## src/rtl/fetch_unit_if.sv

```systemverilog
// Fetch-unit handshake bundle: redirect, instruction-memory request/response and decode-side valid/ready.
// The misaligned-redirect flag exists only when FETCH_MISALIGN_CHK_EN is defined.
interface fetch_unit_if;
  logic        i_redirect;
  logic [31:0] i_redirect_pc;
  logic        o_imem_req;
  logic [31:0] o_imem_addr;
  logic        i_imem_ready;
  logic        i_imem_rvalid;
  logic [31:0] i_imem_rdata;
  logic [31:0] o_instr;
  logic [31:0] o_pc;
  logic        o_instr_vld;
  logic        i_instr_rdy;
`ifdef FETCH_MISALIGN_CHK_EN
  logic        o_insn_misalign;
`endif

  modport master (
    input  i_redirect, i_redirect_pc, i_imem_ready, i_imem_rvalid, i_imem_rdata, i_instr_rdy,
    output o_imem_req, o_imem_addr, o_instr, o_pc, o_instr_vld
`ifdef FETCH_MISALIGN_CHK_EN
    , output o_insn_misalign
`endif
  );

  modport slave (
    output i_redirect, i_redirect_pc, i_imem_ready, i_imem_rvalid, i_imem_rdata, i_instr_rdy,
    input  o_imem_req, o_imem_addr, o_instr, o_pc, o_instr_vld
`ifdef FETCH_MISALIGN_CHK_EN
    , input o_insn_misalign
`endif
  );
endinterface

```

## src/rtl/fetch_unit.sv

```systemverilog
// Instruction fetch: credit-limited imem requests, 2-entry {pc,instr} FIFO, redirect with stale-response drop.
// Latency: response -> o_instr_vld exactly 1 cycle. Backpressure: i_instr_rdy=0 fills the FIFO, which withholds credits.
// FETCH_MISALIGN_CHK_EN: flag and halt on misaligned redirect targets; otherwise targets are word-aligned.
module fetch_unit #(
  parameter logic [31:0] RESET_PC = 32'h0000_0000
) (
  input logic        i_clk,
  input logic        i_rst,
  fetch_unit_if.master bus
);

  localparam logic [31:0] NOP = 32'h0000_0013;

  logic [31:0] fetch_pc;
  logic [31:0] resp_pc;
  logic [31:0] fifo_pc    [2];
  logic [31:0] fifo_instr [2];
  logic        wr_ptr;
  logic        rd_ptr;
  logic [1:0]  count;
  logic [1:0]  outstanding;
  logic [1:0]  drop;
  logic [1:0]  outstanding_nxt;
  logic [2:0]  credits_used;
  logic [31:0] target;
  logic        halted;
  logic        hs;
  logic        push;
  logic        pop;

`ifdef FETCH_MISALIGN_CHK_EN
  logic misalign_q;
  logic target_bad;
  assign target     = bus.i_redirect_pc;
  assign target_bad = |bus.i_redirect_pc[1:0];
  assign halted     = misalign_q;
  assign bus.o_insn_misalign = misalign_q;
`else
  assign target = bus.i_redirect_pc & ~32'h0000_0003;
  assign halted = 1'b0;
`endif

  // Credits cover FIFO entries plus in-flight responses, so a push always has room.
  assign credits_used    = {1'b0, outstanding} + {1'b0, count};
  assign bus.o_imem_req  = !i_rst && (credits_used < 3'd2) && !halted;
  assign bus.o_imem_addr = fetch_pc;

  assign hs   = bus.o_imem_req && bus.i_imem_ready;
  assign push = bus.i_imem_rvalid && (drop == 2'd0) && !bus.i_redirect;
  assign pop  = bus.o_instr_vld && bus.i_instr_rdy && !bus.i_redirect;
  assign outstanding_nxt = outstanding + {1'b0, hs} - {1'b0, bus.i_imem_rvalid};

  assign bus.o_instr_vld = (count != 2'd0);
  assign bus.o_instr     = bus.o_instr_vld ? fifo_instr[rd_ptr] : NOP;
  assign bus.o_pc        = fifo_pc[rd_ptr];

  always_ff @(posedge i_clk or posedge i_rst) begin
    if (i_rst) begin
      fetch_pc      <= RESET_PC;
      resp_pc       <= RESET_PC;
      fifo_pc[0]    <= RESET_PC;
      fifo_pc[1]    <= RESET_PC;
      fifo_instr[0] <= NOP;
      fifo_instr[1] <= NOP;
      wr_ptr        <= 1'b0;
      rd_ptr        <= 1'b0;
      count         <= 2'd0;
      outstanding   <= 2'd0;
      drop          <= 2'd0;
`ifdef FETCH_MISALIGN_CHK_EN
      misalign_q    <= 1'b0;
`endif
    end else begin
      outstanding <= outstanding_nxt;
      if (bus.i_redirect) begin
        // Everything still in flight after this edge belongs to the old stream.
        fetch_pc <= target;
        resp_pc  <= target;
        drop     <= outstanding_nxt;
        count    <= 2'd0;
        wr_ptr   <= 1'b0;
        rd_ptr   <= 1'b0;
`ifdef FETCH_MISALIGN_CHK_EN
        misalign_q <= target_bad;
`endif
      end else begin
        if (hs) begin
          fetch_pc <= fetch_pc + 32'd4;
        end
        if (bus.i_imem_rvalid && (drop != 2'd0)) begin
          drop <= drop - 2'd1;
        end
        if (push) begin
          fifo_pc[wr_ptr]    <= resp_pc;
          fifo_instr[wr_ptr] <= bus.i_imem_rdata;
          wr_ptr             <= ~wr_ptr;
          resp_pc            <= resp_pc + 32'd4;
        end
        if (pop) begin
          rd_ptr <= ~rd_ptr;
        end
        count <= count + {1'b0, push} - {1'b0, pop};
      end
    end
  end

endmodule

```

## src/flat_wrapper.sv

```systemverilog
// flat-port wrapper written by rule: the top's interface ports become plain ports
module fetch_unit_flat 
#(
  parameter logic [31:0] RESET_PC = 32'h0000_0000
)
  (i_clk, i_rst, bus_i_redirect, bus_i_redirect_pc, bus_i_imem_ready, bus_i_imem_rvalid, bus_i_imem_rdata, bus_i_instr_rdy, bus_o_imem_req, bus_o_imem_addr, bus_o_instr, bus_o_pc, bus_o_instr_vld);
  fetch_unit_if bus_i ();
  input logic i_clk;
  input logic i_rst;
  input wire logic [$bits(bus_i.i_redirect)-1:0] bus_i_redirect;
  input wire logic [$bits(bus_i.i_redirect_pc)-1:0] bus_i_redirect_pc;
  input wire logic [$bits(bus_i.i_imem_ready)-1:0] bus_i_imem_ready;
  input wire logic [$bits(bus_i.i_imem_rvalid)-1:0] bus_i_imem_rvalid;
  input wire logic [$bits(bus_i.i_imem_rdata)-1:0] bus_i_imem_rdata;
  input wire logic [$bits(bus_i.i_instr_rdy)-1:0] bus_i_instr_rdy;
  output wire logic [$bits(bus_i.o_imem_req)-1:0] bus_o_imem_req;
  output wire logic [$bits(bus_i.o_imem_addr)-1:0] bus_o_imem_addr;
  output wire logic [$bits(bus_i.o_instr)-1:0] bus_o_instr;
  output wire logic [$bits(bus_i.o_pc)-1:0] bus_o_pc;
  output wire logic [$bits(bus_i.o_instr_vld)-1:0] bus_o_instr_vld;
  assign bus_i.i_redirect = bus_i_redirect;
  assign bus_i.i_redirect_pc = bus_i_redirect_pc;
  assign bus_i.i_imem_ready = bus_i_imem_ready;
  assign bus_i.i_imem_rvalid = bus_i_imem_rvalid;
  assign bus_i.i_imem_rdata = bus_i_imem_rdata;
  assign bus_i.i_instr_rdy = bus_i_instr_rdy;
  assign bus_o_imem_req = bus_i.o_imem_req;
  assign bus_o_imem_addr = bus_i.o_imem_addr;
  assign bus_o_instr = bus_i.o_instr;
  assign bus_o_pc = bus_i.o_pc;
  assign bus_o_instr_vld = bus_i.o_instr_vld;
  fetch_unit #(.RESET_PC(RESET_PC)) u_core (.i_clk(i_clk), .i_rst(i_rst), .bus(bus_i));
endmodule
```

## config.mk

```make
export PLATFORM = sky130hd
export DESIGN_NAME = fetch_unit_flat
export DESIGN_NICKNAME = d
export VERILOG_FILES = /design/src/rtl/fetch_unit_if.sv /design/src/rtl/fetch_unit.sv /design/src/flat_wrapper.sv
export SDC_FILE = /design/constraint.sdc
export NUM_CORES = 1
export LEC_CHECK = 0
export BUFFER_PORTS_ARGS = -buffer_cell sky130_fd_sc_hd__buf_4
export CAP_MARGIN = 10
export CORE_MARGIN = 2
export CORE_UTILIZATION = 56
export CTS_CLUSTER_DIAMETER = 80
export DETAILED_ROUTE_END_ITERATION = 8
export PLACE_DENSITY = 0.79
export SETUP_SLACK_MARGIN = 0.3
export SLEW_MARGIN = 20
export SYNTH_ARGS = -nofsm -noshare
export SYNTH_HDL_FRONTEND = slang
export SYNTH_SLANG_ARGS = --single-unit
```

## constraint.sdc

```tcl
create_clock -name i_clk -period 17.44 [get_ports i_clk]
set_clock_uncertainty 0.05 [all_clocks]
set_input_delay 3.488 -clock i_clk [delete_from_list [all_inputs] [get_ports i_clk]]
set_output_delay 3.488 -clock i_clk [all_outputs]
set_load 0.1 [all_outputs]
```

== Word-level counts from Yosys, hierarchy flattened ==
Index checks and enable logic that the tools add are counted.

* Bitwise operators: 5
* Reduce and logical (&&, ||, !) cells: 18
* $add $sub $neg: 8
* Multiplexer cells: 22
* Magnitude comparators: 4

{| class="wikitable"
|+ Operators with widths
! kind !! count
|-
| $mux W32 || 12
|-
| $bwmux W64 || 2
|-
| $add A32 B3 Y32 const B || 2
|-
| $demux W32 S1 || 1
|-
| $reduce_bool A2 Y1 || 6
|-
| $logic_and A1 B1 Y1 || 8
|-
| $mux W2 || 3
|-
| $add A2 B1 Y2 || 2
|-
| $ge A2 B2 Y1 const B || 2
|-
| $mux W1 || 4
|-
| $not A1 Y2 || 2
|-
| $sub A2 B1 Y2 || 2
|-
| $add A2 B2 Y3 || 1
|-
| $lt A3 B2 Y1 const B || 1
|-
| $not A1 Y1 || 3
|-
| $logic_not A1 Y1 || 2
|-
| $logic_not A2 Y1 || 1
|-
| $lt A2 B1 Y1 const B || 1
|-
| $reduce_and A2 Y1 || 1
|-
| $sub A2 B1 Y2 const B || 1
|}

* Input port bits: 70
* Output and inout port bits: 98
* Logic and storage cells: 68
* Bits in registers: 200

== Longest topological paths before layout ==
* Word-level depth: 7
* Gate-level depth with buffers: 11
* Mapped depth without buffers: 10

== Worst setup path before layout ==
No wires, ideal clock.

* Path type: input-to-output
* Start: in i_rst
* End: out bus_o_imem_req
* Path buffers: 0
* Cell stages on the path: 1
* Setup slack: 8267 ps
* Arrival: 5635 ps
* Path through: nor3_1

* Cells in the longest elaborated chain, start to end: 2

{| class="wikitable"
|+ Ends and longest elaborated chain
! element !! line !! source
|-
| start: declaration || flat_wrapper.sv:9 || <nowiki>input logic i_rst;</nowiki>
|-
| $logic_not A1 Y1 || fetch_unit.sv:45 || <nowiki>assign bus.o_imem_req = !i_rst && (credits_used < 3'd2) && !halted;</nowiki>
|-
| $logic_and A1 B1 Y1 || fetch_unit.sv:45 ||
|-
| end: declaration || flat_wrapper.sv:16 || <nowiki>output wire logic [$bits(bus_i.o_imem_req)-1:0] bus_o_imem_req;</nowiki>
|}

No other way between the ends.

== Worst setup path in the final report ==
Same ends and word-level chain as after synthesis.

==> run_results.csv <==
group,metric,value,unit
floorplan,pin_count,168,
setup_path,timing.critical_path.fanout_max,2,
yosys,synth_top_family_by_area,"multiplexers",
detailed_routing,number_of_remaining_drc_errors,0,
grt,grt_first_pass_wirelength,36.29,mm
layout,fillCellCount,1228,
pwr,share_seq_of_total_power,0.321,
detailed_routing,dr_total_vias,7140,
grt,grt_pass1_vias,7034,
pwr,power_density,193.8,mW/mm2
yosys,syn-mean-instance-area,11.52,um2
detailed_routing,route.top_layer_used,"met4",
setup_path,timing.critical_path.from_type,"input port",
detailed_routing,wire_length_on_met1,9.834,mm
yosys,synth.distinct_cells,46,
pwr,fraction_of_power_spent_switching_nets,0.4609,
clock_tree,numClockSinks,192,
detailed_routing,drt_pass1_iterations,5,
pwr,internal_power,1213,uW
pwr,p_comb_frac,0.477,
yosys,mux_share_of_post_synthesis_cell_area,0.2369,
detailed_routing,routed_len_inst,18.47,um
timing,relSlewSlack,0.4076,
clock_tree,cts_tree,"done",
run_status,outcome,"finished, final reports clean",
clock_tree,cts-htree-levels,4,
yosys,ys_warn_count,0,
yosys,share_of_the_synthesized_area_in_compound_gates_ao_oa_aoi_oai,0.05922,
grt,grt_start_max_net_pins,74,
run,maximum_capacitance_violations,0,
timing,clock.fmax,128.8,MHz
grt,antenna_found_initial,0,
detailed_routing,drt-total-wl,22.18,mm
yosys,synth_flop_cell,"sky130_fd_sc_hd__dfrtp_1",
timing,maxSlewViolCount,0,
layout,finalNetCount,1046,
yosys,yosys_register_bits,192,
grt,global_route.overflow_total,0,
yosys,edff_count_synth,0,
clock_tree,worst_setup_hold_path_clk_slew,0.07,ns
yosys,synth-simple-area-share,0.1354,
placement,dpl.hpwl,15.11,mm
timing,setup_viol,0,
pwr,p_clk_frac,0.202,
yosys,synth_fa_ha_area_frac,0.01124,
clock_tree,cts.repair_timing.setup_buffer_count,0,
placement,globalplace.congestion,0.8409,
pwr,switchingPower,1037,uW
detailed_routing,wl_met2,10.70,mm
timing,min_period_over_period,0.4451,
clock_tree,postCtsHoldBufs,0,
timing,setup_tns,0,ns
clock_tree,clkLatencyLatePin,0.43,ns
grt,gr-usage-all-layers,0.2515,
yosys,synth.yosys.seq_area_share,0.5027,
timing,setup_repair_after_global_routing_missed_its_margin,"false",
clock_tree,cts-root-buf,"sky130_fd_sc_hd__clkbuf_16",
floorplan,initial_core_util,0.5751,
floorplan,die-area,0.01815,mm2
pwr,leakage,0.005069,uW
layout,n_antenna_cell,0,
layout,layout-drive-gt1-share,0.3986,
timing,report.final.hold_viol_count,0,
clock_tree,number_of_buffers_created_by_cts,17,
floorplan,die-height,134.7,um
clock_tree,cts_max_path_buffers,2,
yosys,post_synth_xor_area_fraction,0.02379,
floorplan,floorplan.rows,47,
pwr,report.power.total,2250,uW
yosys,syn-instance-count,831,
placement,buffer_ports.inserted,161,
setup_path,worst_setup_path_end_kind,"output pin",
yosys,async_reset_ff_frac,1.000,
timing,period_needed,7.763,ns
setup_path,worst_ep_arrival_time,4.22,ns
detailed_routing,post_detailed_route_via_to_cell_ratio,5.945,
setup_path,critical_path_class,"input port to output pin",
pwr,vdd_drop_max,135.4,uV
clock_tree,cts.repair.resized,0,
floorplan,floorplan.die.width,134.7,um
layout,areaGrowthSynthToFinish,21.31,%
detailed_routing,ant_nets,0,
detailed_routing,routed-wl-met3,1.275,mm
detailed_routing,detail_route.iter0.violations,437,
yosys,netlist_area,0.009572,mm2
setup_path,worstPathRequired,13.90,ns
timing,slew_at_the_pin_with_the_worst_max_slew_slack,0.8886,ns
hold_path,holdCritPathClass,"flop to flop",
floorplan,coreArea,0.01664,mm2
[metal layers]
layer	vias to the layer above	track usage
li1	3313	-
met1	3572	0.3545
met2	229	0.4033
met3	26	0.04204
met4	0	0.07602
met5	-	0
[synth_stat cells, types with 6 or more instances]
| cell | count | area [um2] |
|---|---|---|
| sky130_fd_sc_hd__a211oi_1 | 13 | 97.59 |
| sky130_fd_sc_hd__a21oi_1 | 7 | 35.03 |
| sky130_fd_sc_hd__a31oi_1 | 22 | 137.6 |
| sky130_fd_sc_hd__and3_1 | 8 | 50.05 |
| sky130_fd_sc_hd__and4_1 | 12 | 105.1 |
| sky130_fd_sc_hd__buf_1 | 12 | 45.04 |
| sky130_fd_sc_hd__clkbuf_1 | 37 | 138.9 |
| sky130_fd_sc_hd__dfrtp_1 | 186 | 4654 |
| sky130_fd_sc_hd__dfstp_2 | 6 | 157.7 |
| sky130_fd_sc_hd__ha_1 | 7 | 87.58 |
| sky130_fd_sc_hd__inv_1 | 15 | 56.30 |
| sky130_fd_sc_hd__mux2_2 | 172 | 1937 |
| sky130_fd_sc_hd__mux2i_1 | 33 | 330.3 |
| sky130_fd_sc_hd__nand2_1 | 42 | 157.7 |
| sky130_fd_sc_hd__nand3_1 | 25 | 125.1 |
| sky130_fd_sc_hd__nand4_1 | 19 | 118.9 |
| sky130_fd_sc_hd__nor2_1 | 66 | 247.7 |
| sky130_fd_sc_hd__nor3_1 | 14 | 70.07 |
| sky130_fd_sc_hd__nor4_1 | 18 | 112.6 |
| sky130_fd_sc_hd__o21ai_0 | 7 | 35.03 |
| sky130_fd_sc_hd__o31ai_1 | 21 | 157.7 |
| sky130_fd_sc_hd__or4_1 | 21 | 157.7 |
| sky130_fd_sc_hd__xnor2_1 | 21 | 183.9 |
[sequential cells by signal (all words and copies together), names as in the netlist]
name / flops
u_core.bus.o_imem_addr: 30
u_core.count: 2
u_core.drop: 2
u_core.fifo_instr: 64
u_core.fifo_pc: 60
u_core.outstanding: 2
u_core.rd_ptr: 1
u_core.resp_pc: 30
u_core.wr_ptr: 1
[kinds of logic after synthesis]
kind of cell | Yosys count
compound gates | 82
xor+xnor | 26
fa+ha+maj | 8
buf+inv | 71
flops | 192
mux | 205
other cells | 1
simple gates | 246
[worst paths after layout]
check	from	end	slack (ns)	depth (start not counted)
setup / recovery	i_rst	bus_o_imem_req	9.68	3
setup reg to reg	u_core.count[0]	u_core.bus.o_imem_addr[18]	14.22	9
hold reg to reg	u_core.fifo_pc[3]	u_core.fifo_pc[3]	0.45	1
hold / removal	u_core.fifo_pc[3]	u_core.fifo_pc[3]	0.45	1
max in group asynchronous	i_rst	u_core.rd_ptr	13.02	3
min in group asynchronous	i_rst	u_core.fifo_pc[11]	3.04	2
[per-stage QoR]
stage	cells	instance area (um2)	utilization	hold slack [ns]	setup WS, ns
after floorplan	834	9583	-	0.4237	8.267
after global placement	1169	10920	0.6562	0.4319	9.711
after detailed placement	1169	10920	0.6562	0.4374	9.688
after CTS	1201	11610	0.6977	0.4531	9.685
after global routing	1201	11610	0.6977	0.4660	9.627
final	1201	11610	0.6977	0.4543	9.677
[critical path, stage by stage]
cell and delay [ns]:
sky130_fd_sc_hd__buf_4 0.13, sky130_fd_sc_hd__nor3_1 0.26, sky130_fd_sc_hd__buf_4 0.34
[power groups by stage]
stage,Clock (uW),Sequential [uW],Combinational [uW]
after global routing,478,745,1120
after floorplan,0,746,835
after global placement,0,716,1060
final,454,722,1070
after detailed placement,0,727,1070
after CTS,459,721,1080
[layout by cell type, fill, tap and decap left out, types with 4 or more instances in the layout]
cell,n
sky130_fd_sc_hd__o31a_1,5
sky130_fd_sc_hd__nand2b_1,4
sky130_fd_sc_hd__dfstp_2,6
sky130_fd_sc_hd__nand3_1,25
sky130_fd_sc_hd__dfrtp_1,185
sky130_fd_sc_hd__and4_1,12
sky130_fd_sc_hd__a211oi_1,13
sky130_fd_sc_hd__clkbuf_16,17
sky130_fd_sc_hd__nor4_1,18
sky130_fd_sc_hd__and3_1,8
sky130_fd_sc_hd__buf_4,170
sky130_fd_sc_hd__and2_1,5
sky130_fd_sc_hd__inv_1,14
sky130_fd_sc_hd__mux2i_1,33
sky130_fd_sc_hd__o21ai_0,7
sky130_fd_sc_hd__xnor2_1,21
sky130_fd_sc_hd__a21oi_1,7
sky130_fd_sc_hd__nor3_1,13
sky130_fd_sc_hd__ha_1,7
sky130_fd_sc_hd__o31ai_1,21
sky130_fd_sc_hd__xor2_1,5
sky130_fd_sc_hd__nor2_1,65
sky130_fd_sc_hd__inv_6,4
sky130_fd_sc_hd__or4_1,21
sky130_fd_sc_hd__nand2_1,41
sky130_fd_sc_hd__mux2_2,172
sky130_fd_sc_hd__conb_1,4
sky130_fd_sc_hd__nand4_1,19
sky130_fd_sc_hd__a31oi_1,22
sky130_fd_sc_hd__bufinv_16,6
[final cells by class]
class / count / area [um2] / area share
Sequential cell: 192 / 4813 / 0.4145
Timing Repair Buffer: 170 / 1276 / 0.1099
Clock inverter: 14 / 251.5 / 0.02166
Multi-Input combinational cell: 571 / 4491 / 0.3867
Clock buffer: 18 / 439.2 / 0.03782
Inverter: 16 / 65.06 / 0.005603
Tap cell: 220 / 275.3 / 0.02371
No activity file was read; power rests on OpenSTA's default activity.
